**config.mk**
```make
export PLATFORM = sky130hd
export DESIGN_NAME = mole_hit_judge
export DESIGN_NICKNAME = d
export VERILOG_FILES = /design/src/rtl/whack_pkg.sv /design/src/rtl/bcd_score_counter.sv /design/src/rtl/mole_hit_judge.sv
export SDC_FILE = /design/constraint.sdc
export NUM_CORES = 1
export LEC_CHECK = 0
export ABC_CLOCK_PERIOD_IN_PS = 4100
export CAP_MARGIN = 20
export CORE_MARGIN = 8
export CORE_UTILIZATION = 58
export CTS_BUF_LIST = sky130_fd_sc_hd__clkbuf_8
export DETAILED_ROUTE_END_ITERATION = 6
export PLACE_DENSITY = 0.94
export RECOVER_POWER = 25
export SETUP_SLACK_MARGIN = 0.3
export SLEW_MARGIN = 15
export SYNTH_ARGS = -nofsm -noshare
export SYNTH_HDL_FRONTEND = slang
export SYNTH_SLANG_ARGS = --single-unit
export TNS_END_PERCENT = 30
```
**constraint.sdc**
```tcl
create_clock -name clk -period 4.1 [get_ports clk]
set_clock_uncertainty 0.2 [all_clocks]
set_input_delay 0.615 -clock clk [delete_from_list [all_inputs] [get_ports clk]]
set_output_delay 0.615 -clock clk [all_outputs]
set_load 0.05 [all_outputs]
```
**src/rtl/whack_pkg.sv**
```systemverilog
// Shared definitions for the whack-a-mole blocks: hole count, mole index width,
// judge FSM states and the one-hot hole helper.
package whack_pkg;

    localparam int NUM_HOLES = 8;
    localparam int MOLE_W    = 3;

    typedef enum logic [1:0] {
        WAIT  = 2'd0,
        ARMED = 2'd1,
        DONE  = 2'd2,
        OVER  = 2'd3
    } judge_state_t;

    function automatic logic [NUM_HOLES-1:0] onehot8(input logic [MOLE_W-1:0] idx);
        logic [NUM_HOLES-1:0] v;
        v      = '0;
        v[idx] = 1'b1;
        return v;
    endfunction

endpackage

```
**src/rtl/bcd_score_counter.sv**
```systemverilog
// Two-digit BCD score, +1 per inc pulse, saturating at 99; one-cycle update latency.
// No backpressure: inc is always accepted, ignored once the score is at 99.
module bcd_score_counter (
    input  logic       clk,
    input  logic       key_esc,
    input  logic       inc,
    output logic [7:0] score
);

    always_ff @(posedge clk) begin
        if (!key_esc) begin
            score <= 8'h00;
        end else if (inc && (score != 8'h99)) begin
            if (score[3:0] == 4'd9) begin
                score[3:0] <= 4'd0;
                score[7:4] <= score[7:4] + 4'd1;
            end else begin
                score[3:0] <= score[3:0] + 4'd1;
            end
        end
    end

endmodule

```
**src/rtl/mole_hit_judge.sv**
```systemverilog
// Judges each mole round as hit or miss, keeps BCD score and miss count, ends the game at MAX_MISSES.
// All outputs registered: a key edge or mole change in cycle N is reflected in cycle N+1; no backpressure.
module mole_hit_judge
    import whack_pkg::*;
#(
    parameter int MAX_MISSES = 5
) (
    input  logic                 clk,
    input  logic                 key_esc,
    input  logic [MOLE_W-1:0]    mole_current_state,
    input  logic [NUM_HOLES-1:0] key_hit,
    output logic [7:0]           score_bcd,
    output logic [2:0]           miss_count,
    output logic                 hit_pulse,
    output logic                 miss_pulse,
    output logic                 mole_active,
    output logic                 game_over
);

    localparam logic [2:0] MISS_LIMIT = 3'(MAX_MISSES);

    judge_state_t         state;
    logic [MOLE_W-1:0]    target_q;
    logic [NUM_HOLES-1:0] key_prev;

    logic [NUM_HOLES-1:0] key_edge;
    logic                 moved;
    logic                 hit_now;
    logic                 miss_now;
    logic [2:0]           miss_next;

    always_comb begin
        key_edge  = key_hit & ~key_prev;
        moved     = (mole_current_state != target_q);
        hit_now   = 1'b0;
        miss_now  = 1'b0;
        miss_next = miss_count + 3'd1;
        if (state == ARMED) begin
            // A key edge always judges against the old target, even if the mole moves in the same cycle.
            hit_now  = (key_edge == onehot8(target_q));
            miss_now = !hit_now && ((key_edge != '0) || moved);
        end
    end

    always_ff @(posedge clk) begin
        if (!key_esc) begin
            state       <= WAIT;
            target_q    <= '0;
            key_prev    <= '1;
            miss_count  <= 3'd0;
            hit_pulse   <= 1'b0;
            miss_pulse  <= 1'b0;
            mole_active <= 1'b0;
            game_over   <= 1'b0;
        end else begin
            key_prev   <= key_hit;
            hit_pulse  <= 1'b0;
            miss_pulse <= 1'b0;
            case (state)
                WAIT: begin
                    target_q    <= mole_current_state;
                    state       <= ARMED;
                    mole_active <= 1'b1;
                end
                ARMED: begin
                    if (hit_now) begin
                        hit_pulse <= 1'b1;
                        if (moved) begin
                            target_q <= mole_current_state;
                        end else begin
                            state       <= DONE;
                            mole_active <= 1'b0;
                        end
                    end else if (miss_now) begin
                        miss_pulse <= 1'b1;
                        miss_count <= miss_next;
                        if (miss_next == MISS_LIMIT) begin
                            state       <= OVER;
                            game_over   <= 1'b1;
                            mole_active <= 1'b0;
                        end else if (moved) begin
                            target_q <= mole_current_state;
                        end else begin
                            state       <= DONE;
                            mole_active <= 1'b0;
                        end
                    end
                end
                DONE: begin
                    if (moved) begin
                        target_q    <= mole_current_state;
                        state       <= ARMED;
                        mole_active <= 1'b1;
                    end
                end
                OVER: begin
                    mole_active <= 1'b0;
                    game_over   <= 1'b1;
                end
                default: begin
                    state       <= WAIT;
                    mole_active <= 1'b0;
                end
            endcase
        end
    end

    bcd_score_counter u_score (
        .clk     (clk),
        .key_esc (key_esc),
        .inc     (hit_now),
        .score   (score_bcd)
    );

endmodule
```
==> summary.txt, run 1 <==
STA
  • Slew Viols, Final: 0
  • Final period util: 65.7%
  • Final min period: 2.70 ns
  • Max Freq: 0.371 GHz
  • Final number of hold-violating endpoints: 0
  • Worst relative slew slack: 46.9%
  • # setup viols final: 0
  • Worst Slack Setup Final: 1.40 ns
  • Unrepaired setup endpoints after global routing: false
  • Setup_tns: 0 ns
  • Least-Margin Pin Slew: 0.796 ns

CTS
  • CTS root buf: clkbuf_8
  • Worst-skew pair later-pin latency: 0.27 ns
  • Clk pin slew, worst setup/hold paths: 0.09 ns
  • Max clock buf depth: 2
  • Post-CTS sizing: 0
  • Clock H-tree levels: 1
  • CTS tree: done
  • Hold Buf Count CTS: 0
  • Clk sinks: 28
  • Post-CTS Setup Bufs: 0
  • Num CTS Buffers: 3

Power and ir drop
  • Peak supply drop: 0.301 mV
  • Pwr dens: 402 nW/um2
  • Tot Pwr: 0.766 mW
  • Static leakage: 0.776 nW

Logic synthesis
  • EDFF count, synth: 0
  • Cell variety after synth: 42
  • Top cell type's share of synthesized area: 35.2%
  • Post-Syn Instances: 176
  • Synthesized flop and latch total: 28
  • Top-count cell post-synth: dfxtp_1
  • Synthesized cell area: 1590 um2
  • Post-Syn Area per Cell: 9.05 um2
  • Post-synth top cells: dfxtp_1, nand2_1, nand2b_1
  • Async SR Flop Fraction: 0%
  • Post-synthesis net count: 196
  • Predominant post-synthesis flop cell: dfxtp_1
  • Post-synthesis sequential area ratio: 35.2%
  • Synth warn: 0
  • Synth area leaders: dfxtp_1, nand2b_1, ha_1
  • Largest area contributor in the netlist: dfxtp_1

Routing
  • Initial DRC count: 93
  • Detailed-router iteration count before antenna repair: 4
  • Avg WL per Cell: 15.3 um
  • Via/cell ratio: 5.62
  • Via count: 1298
  • DRC viols: 0
  • WL final: 3.53 mm
  • Routed Antenna Nets: 0

Critical path
  • Slowest CP cell: clkdlybuf4s50_1
  • Setup Crit Path Kind: primary input to register
  • Worst Setup End Kind: register
  • CP Max Fanout: 8
  • WP data arrival: 2.66 ns
  • CP max stage delay: 0.47 ns
  • Cell chain of the critical path: clkdlybuf4s50_1 -> or2b_2 -> xor2_1 -> nand4_4 -> nor3_4 -> a21oi_2 -> or3_1
  • Critical Path Start Type: primary input
  • Critical Path RT: 4.06 ns

GRT
  • Antenna violations before repair: 0
  • Largest net degree at the start of global routing: 22
  • Number of global-route vias before repair: 1360
  • Overall Global Routing Usage: 15.9%
  • First-pass GRT wire length: 5.93 mm
  • Grt ovf: 0

Place
  • Dpl ws: 1.14 ns
  • IO buf count: 27
  • Detail Placement HPWL: 2.60 mm
  • GPL Wtd Cong: 0.825

Job
  • Maxcap violations: 0

Die
  • Total die area: 4680 um2
  • Die width: 68.4 um
  • Die Ht: 68.4 um
  • Initial Util: 59.3%
  • FP Rows: 19
  • Area of the core region: 2690 um2
  • Num ports: 28

Hold path
  • HP Class: register to register

Layout
  • Area delta synth->final: 19.8%
  • NumNets Final: 221
  • Layout cells sized above 1: 8.00%
  • Ant diodes: 0
  • Filler cell count: 221

Status
  • Status: finished clean
cells by family (layout without fill, tap and decap cells):
logic type | count (synthesis) | in the layout | synth area share [%]
and+or+nand+nor | 78 | 78 | 30.5
muxes | 7 | 7 | 4.40
buffers and inverters | 17 | 41 | 5.42
DFF | 28 | 28 | 35.2
AOI/OAI and AO/OA | 24 | 24 | 10.8
adders and majority gates | 7 | 7 | 5.50
xor gates and xnor gates | 15 | 15 | 8.25
worst paths after layout:
kind,start,endpoint,slack [ns],cells after the start
min reg2reg,u_score.score[7]$_SDFFE_PN0P_,u_score.score[7]$_SDFFE_PN0P_,0.31,2
max,key_hit[2],u_score.score[3]$_SDFFE_PN0P_,1.40,7
max reg2reg,target_q[1]$_SDFFE_PN0P_,u_score.score[3]$_SDFFE_PN0P_,1.72,6
min,u_score.score[7]$_SDFFE_PN0P_,u_score.score[7]$_SDFFE_PN0P_,0.31,2
state kept, by name (all words and copies together), names as in the netlist:
name           cells
target_q           3
miss_count         3
miss_pulse         1
hit_pulse          1
game_over          1
mole_active        1
key_prev           8
state              2
u_score.score      8
cells in the final DEF (no fill, tap or decap), drive strengths merged, types with 2 or more instances in the layout:
cell type	instances
mux2i	7
dfxtp	28
o21a	2
xnor2	8
a21oi	7
nor3	4
nand3b	4
xor2	7
inv	9
dlygate4sd3	3
nor3b	3
o21ai	3
nand4	7
nor2	3
o31ai	2
and2	6
nand3	2
nor4	2
ha	7
nand2	21
a31o	2
nand2b	20
clkdlybuf4s50	24
clkbuf	5
nor2b	2
per-stage QoR:
step,hold WS [ns],area [um2],util [%],std cells
after global routing,0.355,1910,71.0,231
after floorplan,0.279,1590,-,176
after detailed placement,0.300,1860,69.1,227
after global placement,0.274,1860,69.1,227
final,0.314,1910,71.0,231
after CTS,0.316,1910,71.2,231
critical path, delay by kind of cell:
| family | cells | cell delay (ns) |
|---|---|---|
| AO/OA/AOI/OAI | 1 | 0.08 |
| XOR/XNOR | 1 | 0.29 |
| buffers and inverters | 1 | 0.47 |
| AND/OR/NAND/NOR | 4 | 1.21 |
power by group:
group / leakage, nW / switching [mW] / internal, mW
sequential: 0.230 / 0.0257 / 0.299
clock: 0.0288 / 0.0837 / 0.0859
combinational: 0.517 / 0.164 / 0.108
area by class of cell:
type	count	area (um2)	area share (%)
multi-input combinational	131	946	49.6
sequential	28	561	29.4
tap	31	38.8	2.03
inverter	9	33.8	1.77
timing repair buffer	28	274	14.4
clock buffer	4	55.1	2.89
per-layer routing:
metal / track usage [%] / wire, um
met4: 3.84 / 33
met2: 28.9 / 1770
met1: 18.5 / 1520
met5: 0 / 0
met3: 2.95 / 211
(Power assumes the default switching activity.)
==> run 2, diff against run 1 <==
ABC_CLOCK_PERIOD_IN_PS = 2600   (was 4100)
CORE_UTILIZATION = 54   (was 58)
PLACE_DENSITY = 0.88   (was 0.94)
clock period = 2.6 ns   (was 4.1 ns; I/O delays follow)
==> run 2 against run 1 <==
Combinational power is 64% higher; wire length down 2.3%; first-iteration DRC count decreased by 27%; sequential share of layout area shrank 0.49 points; highest routed layer unchanged.
==> summary.txt, run 2 (synthesized netlist as in run 1, its figures left out) <==
CTS
  • Clk sinks: 28 (unchanged)
  • Hold Buf Count CTS: 0 (unchanged)
  • Clk pin slew, worst setup/hold paths: 0.09 ns (about the same)
  • Max clock buf depth: 2 (unchanged)
  • Num CTS Buffers: 3 (unchanged)
  • Worst-skew pair later-pin latency: 0.27 ns (about the same)
  • Post-CTS Setup Bufs: 0 (unchanged)
  • Clock H-tree levels: 1 (unchanged)
  • CTS root buf: clkbuf_8
  • CTS tree: done

Critical path
  • Critical Path Start Type: primary input
  • Reg2reg start: target_q[0]$_SDFFE_PN0P_
  • Worst Setup End Kind: register
  • Worst reg-to-reg path cell count: 6 (unchanged)
  • WP data arrival: 2.21 ns (-0.45 ns)
  • Setup Crit Path Kind: primary input to register
  • CP Max Fanout: 7 (-1)
  • Reg2reg end: u_score.score[3]$_SDFFE_PN0P_
  • R2R setup slack: 0.43 ns (-1.29 ns)
  • Critical Path RT: 2.56 ns (-1.50 ns)

Layout
  • Layout cells sized above 1: 11.4% (+3.4 points)
  • Ant diodes: 0 (unchanged)
  • Area of the multi-input gates: 972 um2 (+2.8%)
  • Register area: 563 um2 (+0.45%)
  • Filler cell count: 235 (+6.3%)
  • Most common cell after layout, fill and taps aside: dfxtp_1
  • Biggest regs: key_prev (8), u_score.score (8)
  • NumNets Final: 224 (+1.4%)
  • Area delta synth->final: 22.4%
  • Most frequent cells in the layout: dfxtp_1, clkdlybuf4s50_1, nand2_1
  • Fin cells: 233 (+0.87%)
  • Design Area, Final: 1950 um2 (+2.2%)

STA
  • # setup viols final: 0 (unchanged)
  • Least-Margin Pin Slew: 0.722 ns (-0.0744 ns)
  • Hold_ws: 0.314 ns (+0.000650 ns)
  • Slew Viols, Final: 0 (unchanged)
  • Final min period: 2.25 ns
  • Unrepaired setup endpoints after global routing: false
  • Worst relative slew slack: 51.9% (+5.0 points)
  • Worst Slack Setup Final: 0.353 ns (-1.05 ns)
  • Final period util: 86.4%
  • Max Freq: 0.445 GHz
  • Final number of hold-violating endpoints: 0 (unchanged)

Die
  • Num ports: 28 (unchanged)
  • Die width: 70.3 um (+2.8%)
  • Area of the core region: 2780 um2 (+3.5%)
  • Total die area: 4940 um2 (+5.6%)
  • FP Rows: 19 (unchanged)
  • Initial Util: 57.3% (-2.0 points)
  • Die Ht: 70.3 um (+2.8%)

Routing
  • Initial DRC count: 68 (-27%)
  • Routed Antenna Nets: 0 (unchanged)
  • WL final: 3.45 mm (-2.3%)
  • Via count: 1311 (+1.0%)
  • DRC viols: 0 (unchanged)
  • Detailed-router iteration count before antenna repair: 4 (unchanged)
  • Via/cell ratio: 5.63 (+0.13%)
  • Avg WL per Cell: 14.8 um (-3.1%)

GRT
  • Overall Global Routing Usage: 14.2% (-1.7 points)
  • Antenna violations before repair: 0 (unchanged)
  • Largest net degree at the start of global routing: 21 (-4.5%)
  • Number of global-route vias before repair: 1326 (-2.5%)
  • First-pass GRT wire length: 5.98 mm (+0.81%)
  • Grt ovf: 0 (unchanged)

Place
  • Detail Placement HPWL: 2.62 mm (+0.68%)
  • GPL Wtd Cong: 0.797 (-3.4%)
  • Placed cell count: 230 (+1.3%)
  • Dpl ws: -0.0373 ns (-1.18 ns)
  • IO buf count: 27 (unchanged)
  • Area of placed instances: 1880 um2 (+1.2%)

Power and ir drop
  • Pint: 0.758 mW (+54%)
  • Peak supply drop: 0.601 mV (+100%)
  • Combinational power share: 37.6% (+2.1 points)
  • Flop pwr share: 43.0% (+0.6 points)
  • Net Sw Power: 0.432 mW (+58%)
  • Pwr dens: 611 nW/um2 (+52%)
  • Sw frac: 36.3% (+0.61 points)
  • Static leakage: 0.790 nW (+1.9%)
  • Clock Power Share: 19.5% (-2.6 points)

Hold path
  • HP Start: u_score.score[7]$_SDFFE_PN0P_
  • Worst Hold End: u_score.score[7]$_SDFFE_PN0P_
  • HP Class: register to register
  • Worst hold path stage count: 2 (unchanged)

Status
  • Status: finished clean

Job
  • Maxcap violations: 0 (unchanged)
## run 2: cell types whose count changed in the layout (fill, tap and decap cells not counted), sizes merged
cell / change
clkbuf: -1
buf: +3
## run 2: layer usage
layer / vias up / part of all wire [%] / GRT usage, %
met1: 626 / 43 / 15.7
met3: 7 / 6.1 / 4.38
met4: 0 / 1.6 / 4.69
met5: - / 0 / 0
met2: 28 / 49 / 24.8
li1: 650 / - / -
## run 2: area by class of cell
type                    count  area share [%]
flip-flops and latches     28            28.9
clock buffers               3            2.12
repair buffers             31            15.4
well taps                  31            1.99
multi-input cells         131            49.9
inverters                   9            1.73
## run 2: worst max-delay path, cell delays in order
cell and delay [ns]:
clkdlybuf4s50_1 0.47, or2b_4 0.28, xor2_2 0.19, nand4_4 0.17
nor3_4 0.06, buf_6 0.14, and3_2 0.17, or3_1 0.34
## run 2: power by group through the flow
stage                     clock network (mW)  logic [mW]  registers [mW]
after floorplan                            0       0.256           0.586
after global placement                     0       0.421           0.516
after detailed placement                   0       0.436           0.521
after CTS                              0.235       0.446           0.512
after global routing                   0.249       0.484           0.520
final                                  0.232       0.447           0.512
## run 2: worst max path at each step
stage                               endpoint  cells after the start  slack (ns)                     startpoint
2_1_floorplan  u_score.score[3]$_SDFFE_PN0P_                      5        0.40  u_score.score[4]$_SDFFE_PN0P_
3_3_place_gp   u_score.score[7]$_SDFFE_PN0P_                      7        0.02                     key_hit[2]
3_5_place_dp        target_q[1]$_SDFFE_PN0P_                      7       -0.04                     key_hit[2]
4_1_cts        u_score.score[3]$_SDFFE_PN0P_                      7        0.32                     key_hit[2]
5_1_grt             target_q[0]$_SDFFE_PN0P_                      7        0.30                     key_hit[2]
6_report       u_score.score[3]$_SDFFE_PN0P_                      8        0.35                     key_hit[2]
## run 2: per-stage QoR
stage                     utilization, %  total power [mW]  TNS, ns
after CTS                           69.9              1.19        0
final                               70.1              1.19        0
after detailed placement            67.6             0.957   -0.142
after global routing                70.1              1.25        0
after global placement              67.6             0.937        0
after floorplan                        -             0.841        0
## run 2: what timing repair did
action,CTS,global route
setup endpoints to repair,7,15
pin swaps,0,2
resized for setup,6,2
